<file path="config.mk">
export PLATFORM = sky130hd
export DESIGN_NAME = viterbi_traceback_ctrl
export DESIGN_NICKNAME = d
export VERILOG_FILES = /design/src/rtl/viterbi_pkg.sv /design/src/rtl/tb_bit_lifo.sv /design/src/rtl/viterbi_traceback_ctrl.sv
export SDC_FILE = /design/constraint.sdc
export NUM_CORES = 1
export LEC_CHECK = 0
export BUFFER_PORTS_ARGS = -buffer_cell sky130_fd_sc_hd__buf_4
export CAP_MARGIN = 25
export CORE_MARGIN = 8
export CORE_UTILIZATION = 35
export DETAILED_ROUTE_END_ITERATION = 8
export GPL_TIMING_DRIVEN = 0
export SLEW_MARGIN = 25
export SYNTH_ARGS = -nofsm -noshare
export SYNTH_HDL_FRONTEND = slang
export SYNTH_SLANG_ARGS = --single-unit
</file>
<file path="constraint.sdc">
create_clock -name clk -period 10.9 [get_ports clk]
set_input_delay 1.09 -clock clk [delete_from_list [all_inputs] [get_ports clk]]
set_output_delay 1.09 -clock clk [all_outputs]
set_load 0.01 [all_outputs]
</file>
<file path="src/rtl/viterbi_pkg.sv">
// Shared constants and FSM encoding for the K=7 Viterbi traceback controller.
package viterbi_pkg;

    localparam int SW      = 6;
    localparam int NSTATES = 64;
    localparam int DEPTH   = 32;
    localparam int AW      = 5;

    typedef enum logic [2:0] {
        ST_IDLE  = 3'd0,
        ST_FILL  = 3'd1,
        ST_CHECK = 3'd2,
        ST_TRACE = 3'd3,
        ST_DRAIN = 3'd4
    } tb_state_e;

endpackage

</file>
<file path="src/rtl/tb_bit_lifo.sv">
// DEPTH x 1-bit stack that turns newest-first traceback bits into chronological order.
module tb_bit_lifo #(
    parameter int DEPTH = 32,
    parameter int AW    = 5
) (
    input  logic i_clk,
    input  logic i_rst,
    input  logic i_push,
    input  logic i_pop,
    input  logic i_din,
    output logic o_empty,
    output logic o_full,
    output logic o_top
);
    logic [DEPTH-1:0] r_mem;
    logic [AW:0]      r_ptr;
    logic [AW:0]      w_topIdx;

    assign w_topIdx = r_ptr - 1'b1;
    assign o_empty  = (r_ptr == '0);
    assign o_full   = (r_ptr == (AW+1)'(DEPTH));
    assign o_top    = o_empty ? 1'b0 : r_mem[w_topIdx[AW-1:0]];

    always_ff @(posedge i_clk or posedge i_rst) begin
        if (i_rst) begin
            r_mem <= '0;
            r_ptr <= '0;
        end else if (i_push && !o_full) begin
            r_mem[r_ptr[AW-1:0]] <= i_din;
            r_ptr                <= r_ptr + 1'b1;
        end else if (i_pop && !o_empty) begin
            r_ptr <= r_ptr - 1'b1;
        end
    end

endmodule

</file>
<file path="src/rtl/viterbi_traceback_ctrl.sv">
// Block-mode traceback controller: fills pathMemory, traces the survivor path
// newest-first, and streams decoded bits out in chronological order.
module viterbi_traceback_ctrl
    import viterbi_pkg::*;
#(
    parameter int TERMINATED = 1
) (
    input  logic               clk,
    input  logic               rst,
    input  logic               start,
    input  logic [NSTATES-1:0] decisions,
    input  logic               decValid,
    output logic               decReady,
    input  logic [SW-1:0]      bestState,
    output logic               memEn,
    output logic               memWe,
    output logic [NSTATES-1:0] memWdata,
    output logic               memRe,
    input  logic [NSTATES-1:0] memOut,
    input  logic               memReady,
    output logic               bitOut,
    output logic               bitValid,
    input  logic               bitReady,
    output logic               busy,
    output logic               done,
    output logic               errFlag
);
    tb_state_e          r_state;
    logic [AW-1:0]      r_wrCnt;
    logic [AW-1:0]      r_rdCnt;
    logic [AW-1:0]      r_bitCnt;
    logic [SW-1:0]      r_tbState;
    logic               r_decReady;
    logic               r_memEn;
    logic               r_memWe;
    logic [NSTATES-1:0] r_memWdata;
    logic               r_memRe;
    logic               r_rdVld;
    logic               r_lastWr;
    logic               r_done;
    logic               r_errFlag;

    logic w_xfer, w_push, w_pop, w_empty, w_full, w_top, w_bitValid;

    assign w_xfer     = decValid & r_decReady;
    assign w_push     = (r_state == ST_TRACE) & r_rdVld & ~w_full;
    assign w_bitValid = (r_state == ST_DRAIN) & ~w_empty;
    assign w_pop      = w_bitValid & bitReady;

    tb_bit_lifo #(.DEPTH(DEPTH), .AW(AW)) u_lifo (
        .i_clk   (clk),
        .i_rst   (rst),
        .i_push  (w_push),
        .i_pop   (w_pop),
        .i_din   (r_tbState[SW-1]),
        .o_empty (w_empty),
        .o_full  (w_full),
        .o_top   (w_top)
    );

    assign decReady = r_decReady;
    assign memEn    = r_memEn;
    assign memWe    = r_memWe;
    assign memWdata = r_memWdata;
    assign memRe    = r_memRe;
    assign bitValid = w_bitValid;
    assign bitOut   = w_bitValid & w_top;
    assign busy     = (r_state != ST_IDLE);
    assign done     = r_done;
    assign errFlag  = r_errFlag;

    always_ff @(posedge clk or posedge rst) begin
        if (rst) begin
            r_state    <= ST_IDLE;
            r_wrCnt    <= '0;
            r_rdCnt    <= '0;
            r_bitCnt   <= '0;
            r_tbState  <= '0;
            r_decReady <= 1'b0;
            r_memEn    <= 1'b0;
            r_memWe    <= 1'b0;
            r_memWdata <= '0;
            r_memRe    <= 1'b0;
            r_rdVld    <= 1'b0;
            r_lastWr   <= 1'b0;
            r_done     <= 1'b0;
            r_errFlag  <= 1'b0;
        end else begin
            r_memWe <= 1'b0;
            r_done  <= 1'b0;
            r_rdVld <= r_memRe;
            case (r_state)
                ST_IDLE: begin
                    if (start) begin
                        r_state    <= ST_FILL;
                        r_memEn    <= 1'b1;
                        r_wrCnt    <= '0;
                        r_errFlag  <= 1'b0;
                        r_decReady <= 1'b1;
                    end
                end
                ST_FILL: begin
                    if (w_xfer) begin
                        r_memWe    <= 1'b1;
                        r_memWdata <= decisions;
                        r_wrCnt    <= r_wrCnt + 1'b1;
                        if (r_wrCnt == AW'(DEPTH-1)) begin
                            r_decReady <= 1'b0;
                            r_lastWr   <= 1'b1;
                            r_tbState  <= (TERMINATED != 0) ? '0 : bestState;
                        end
                    end
                    // one extra cycle so the final write lands before memReady is checked
                    if (r_lastWr) begin
                        r_lastWr <= 1'b0;
                        r_state  <= ST_CHECK;
                    end
                end
                ST_CHECK: begin
                    if (memReady) begin
                        r_state  <= ST_TRACE;
                        r_memRe  <= 1'b1;
                        r_rdCnt  <= '0;
                        r_bitCnt <= '0;
                    end else begin
                        r_errFlag <= 1'b1;
                        r_memEn   <= 1'b0;
                        r_state   <= ST_IDLE;
                    end
                end
                ST_TRACE: begin
                    if (r_memRe) begin
                        r_rdCnt <= r_rdCnt + 1'b1;
                        if (r_rdCnt == AW'(DEPTH-1)) r_memRe <= 1'b0;
                    end
                    if (r_rdVld) begin
                        r_tbState <= {r_tbState[SW-2:0], memOut[r_tbState]};
                        r_bitCnt  <= r_bitCnt + 1'b1;
                        if (r_bitCnt == AW'(DEPTH-1)) r_state <= ST_DRAIN;
                    end
                end
                ST_DRAIN: begin
                    if (w_pop) begin
                        r_bitCnt <= r_bitCnt + 1'b1;
                        if (r_bitCnt == AW'(DEPTH-1)) begin
                            r_done  <= 1'b1;
                            r_memEn <= 1'b0;
                            r_state <= ST_IDLE;
                        end
                    end
                end
                default: r_state <= ST_IDLE;
            endcase
        end
    end

endmodule

</file>
==> results.py <==
metrics = {
    "worst_setup_path": {
        "crit_path_end_kind": "output pin",
        "crit_path_max_incr_delay_ps": 560,
        "cp_slowest_cell": "dfrtp_1",
        "r2r_end": "r_bitCnt[3]$_DFFE_PP0P_",
        "crit_chain": "buf_6 -> inv_1 -> ha_1 -> clkbuf_1 -> mux4_2 -> mux4_2 -> mux2i_1 -> nor2b_1 -> buf_4",
        "crit_arrival_ps": 3440,
        "cp-start-kind": "flip-flop",
        "worstPathMaxFanout": 10,
        "cp_common_cell": "mux4_2",
        "reg2reg_depth": 8,
        "worstPathRequired_ps": 9810,
        "r2r_setup_slack_ps": 8310,
        "path_class": "reg2out",
        "reg2reg_from": "u_lifo.r_ptr[0]$_DFFE_PP0P_",
    },
    "timing": {
        "worstMarginPinSlew_ps": 652,
        "maxSlewHeadroom_pct": 56.5,
        "max_freq_ghz": 0.221,
        "finalWorstSetupSlack_ps": 6370,
        "setup_violations": 0,
        "setup_tns_ps": 0,
        "period_minus_slack_ps": 4530,
        "drv_slew": 0,
        "hold_viol_final": 0,
        "period_share_pct": 41.6,
        "rsz0062_at_grt": "false",
        "skew_ps": 10.2,
    },
    "logic_synthesis": {
        "synth-warning-count": 0,
        "yosysSeqAreaShare_pct": 50.8,
        "synth_fp_nets": 688,
        "ys.flop_type": "dfrtp_1",
        "syn_avg_cell_area_um2": 12.3,
        "synth-edff-count": 0,
        "netlist_instances": 537,
        "synthArstFlopShare_pct": 100,
        "synthDistinctLibCells": 47,
        "synthesis.area_mm2": 0.00660,
        "synth_seq_cells": 134,
    },
    "run": {
        "cap_viol_max_count": 0,
    },
    "grt": {
        "grt_max_degree": 76,
        "grt_antenna_before_repair": 0,
        "grt_pass1_vias": 5653,
        "grt-ovfl-total": 0,
        "grt_pass1_wl_um": 30100,
        "gr-usage-all-layers_pct": 16.1,
    },
    "clock_tree": {
        "cts_made_buffers": 17,
        "clk_pin_slew_ps": 50,
        "cts_tree": "yes",
        "cts_resized": 0,
        "clockBufferDepth": 2,
        "numClockSinks": 134,
        "root_buffer": "clkbuf_16",
        "holdBufCountCts": 0,
        "htreeDepth": 4,
        "clock_latency_ps": 410,
        "post_cts_buffers": 0,
    },
    "final_layout": {
        "drive_gt1_share_pct": 36.6,
        "finalNetCount": 914,
        "final_common_cell": "buf_4",
        "syn_to_final_growth_pct": 36.5,
        "mostFrequentLayoutCells": "206 x buf_4, 134 x dfrtp_1, 96 x mux2_1",
        "antenna_cells": 0,
    },
    "drt": {
        "routedWlPerCell_um": 18.2,
        "antenna_left": 0,
        "totalWireLength_um": 18300,
        "drt-initial-drc-count": 227,
        "drc": 0,
        "viasPerCell": 5.01,
        "vias": 5055,
        "dr.pass1.iters": 4,
    },
    "min_path": {
        "holdPathStages": 1,
        "worstHoldEndpoint": "u_lifo.r_mem[21]$_DFFE_PP0P_",
        "hold_class": "reg2reg",
        "worstHoldStart": "u_lifo.r_mem[21]$_DFFE_PP0P_",
    },
    "place": {
        "dp_hpwl_um": 14100,
        "place_ws_ps": 6750,
        "gp_congestion": 0.814,
        "io_buffer_count": 206,
    },
    "power": {
        "power_density_mw_per_mm2": 120,
        "p_leak_nw": 4.70,
        "ir_worst_vdd_mv": 0.0786,
        "p_total_mw": 1.08,
    },
    "floorplan": {
        "pin_count": 213,
        "fp.dieArea_mm2": 0.0235,
        "start_util_pct": 35.5,
        "die_h_um": 153,
        "rows": 50,
        "dieWidth_um": 153,
        "core_area_mm2": 0.0186,
    },
    "status": {
        "outcome": "finished, final reports clean",
    },
}
-- where the power goes --
group / leakage, nW / switching, mW / total, mW / internal (mW)
Combinational: 2.65 / 0.0228 / 0.0613 / 0.0385
Clock: 0.255 / 0.205 / 0.520 / 0.315
Sequential: 1.79 / 0.000291 / 0.499 / 0.498
-- worst max-delay path: cells and delay by family (launching register included) --
kind,cells,cell delay [ps]
multiplexers,3,1080
buffers and inverters,4,1010
flip-flops,1,560
adder cells (fa/ha/maj),1,330
AND/OR/NAND/NOR,1,70
-- cells in the mapped netlist, types with 3 or more instances --
| cell type | n | area, um2 |
|---|---|---|
| buf_2 | 18 | 90.1 |
| o21ai_0 | 9 | 45.0 |
| a21oi_1 | 10 | 50.1 |
| ha_1 | 11 | 138 |
| dfrtp_1 | 134 | 3350 |
| nand2_1 | 71 | 267 |
| nand3_1 | 21 | 105 |
| mux2i_1 | 20 | 200 |
| mux4_2 | 17 | 383 |
| and2_1 | 6 | 37.5 |
| nand4_1 | 4 | 25.0 |
| nor2_1 | 16 | 60.1 |
| nor3_1 | 3 | 15.0 |
| nor2b_1 | 7 | 43.8 |
| mux2_1 | 96 | 1080 |
| or3_1 | 4 | 25.0 |
| xor2_1 | 8 | 70.1 |
| a22oi_1 | 3 | 22.5 |
| clkbuf_1 | 14 | 52.6 |
| and3_1 | 7 | 43.8 |
| nand2b_1 | 5 | 31.3 |
| o21ai_1 | 9 | 45.0 |
| xnor2_1 | 5 | 43.8 |
| mux2_2 | 4 | 45.0 |
| inv_1 | 3 | 11.3 |
| and4_1 | 3 | 26.3 |
-- cell type report --
class,instances,area [um2]
Multi-Input combinational cell,366,3070
Clock buffer,21,450
Buffer,34,165
Inverter,3,18.8
Timing Repair Buffer,207,1570
Clock inverter,9,81.3
Fill cell,1688,9580
Tap cell,234,293
Sequential cell,134,3350
-- routing by layer --
metal	share of wire (%)	up-vias	wire (um)	GRT usage [%]
li1	-	2370	-	-
met1	39	2462	7230	18.0
met2	46	215	8420	25.1
met3	14	8	2520	9.75
met4	0.78	0	142	4.95
met5	0	-	0	0
-- sequential cells by signal (all words and copies together) (netlist names) --
register      cells
decReady          1
done              1
errFlag           1
memEn             1
memRe             1
memWdata         64
memWe             1
r_bitCnt          5
r_lastWr          1
r_rdCnt           5
r_rdVld           1
r_state           3
r_tbState         6
r_wrCnt           5
u_lifo.r_mem     32
u_lifo.r_ptr      6
-- cells by family (layout without fill, tap and decap cells) --
kind of cell             count (synthesis)  count (layout)  synth area share, %
AO/OA/AOI/OAI                           47              47                 4.74
XOR/XNOR                                13              13                 1.73
flip-flops                             134             134                 50.8
adder cells (fa/ha/maj)                 11              11                 2.09
multiplexers                           137             137                 25.9
buffers and inverters                   37             274                 2.68
AND/OR/NAND/NOR                        158             158                 12.0
-- stage by stage --
| step | instances | utilization [%] | hold WS (ps) | instance area, um2 |
|---|---|---|---|---|
| floorplan | 537 | - | 459 | 6600 |
| global placement | 977 | 45.4 | 469 | 8430 |
| detailed placement | 978 | 45.6 | 470 | 8470 |
| CTS | 1008 | 48.4 | 486 | 9000 |
| global route | 1008 | 48.4 | 499 | 9000 |
| finish | 1008 | 48.4 | 486 | 9000 |
-- worst max-delay path by stage --
stage	start	to	slack, ps	cells after the start
finish	u_lifo.r_ptr[0]$_DFFE_PP0P_	bitOut	6370	9
global route	u_lifo.r_ptr[0]$_DFFE_PP0P_	bitOut	6160	9
CTS	u_lifo.r_ptr[0]$_DFFE_PP0P_	bitOut	6270	9
detailed placement	u_lifo.r_ptr[0]$_DFFE_PP0P_	bitOut	6750	9
global placement	rst	memWdata[37]$_DFFE_PP0P_	4720	2
floorplan	rst	decReady$_DFFE_PP0P_	6230	1
Power figures use the tool's default switching activity.
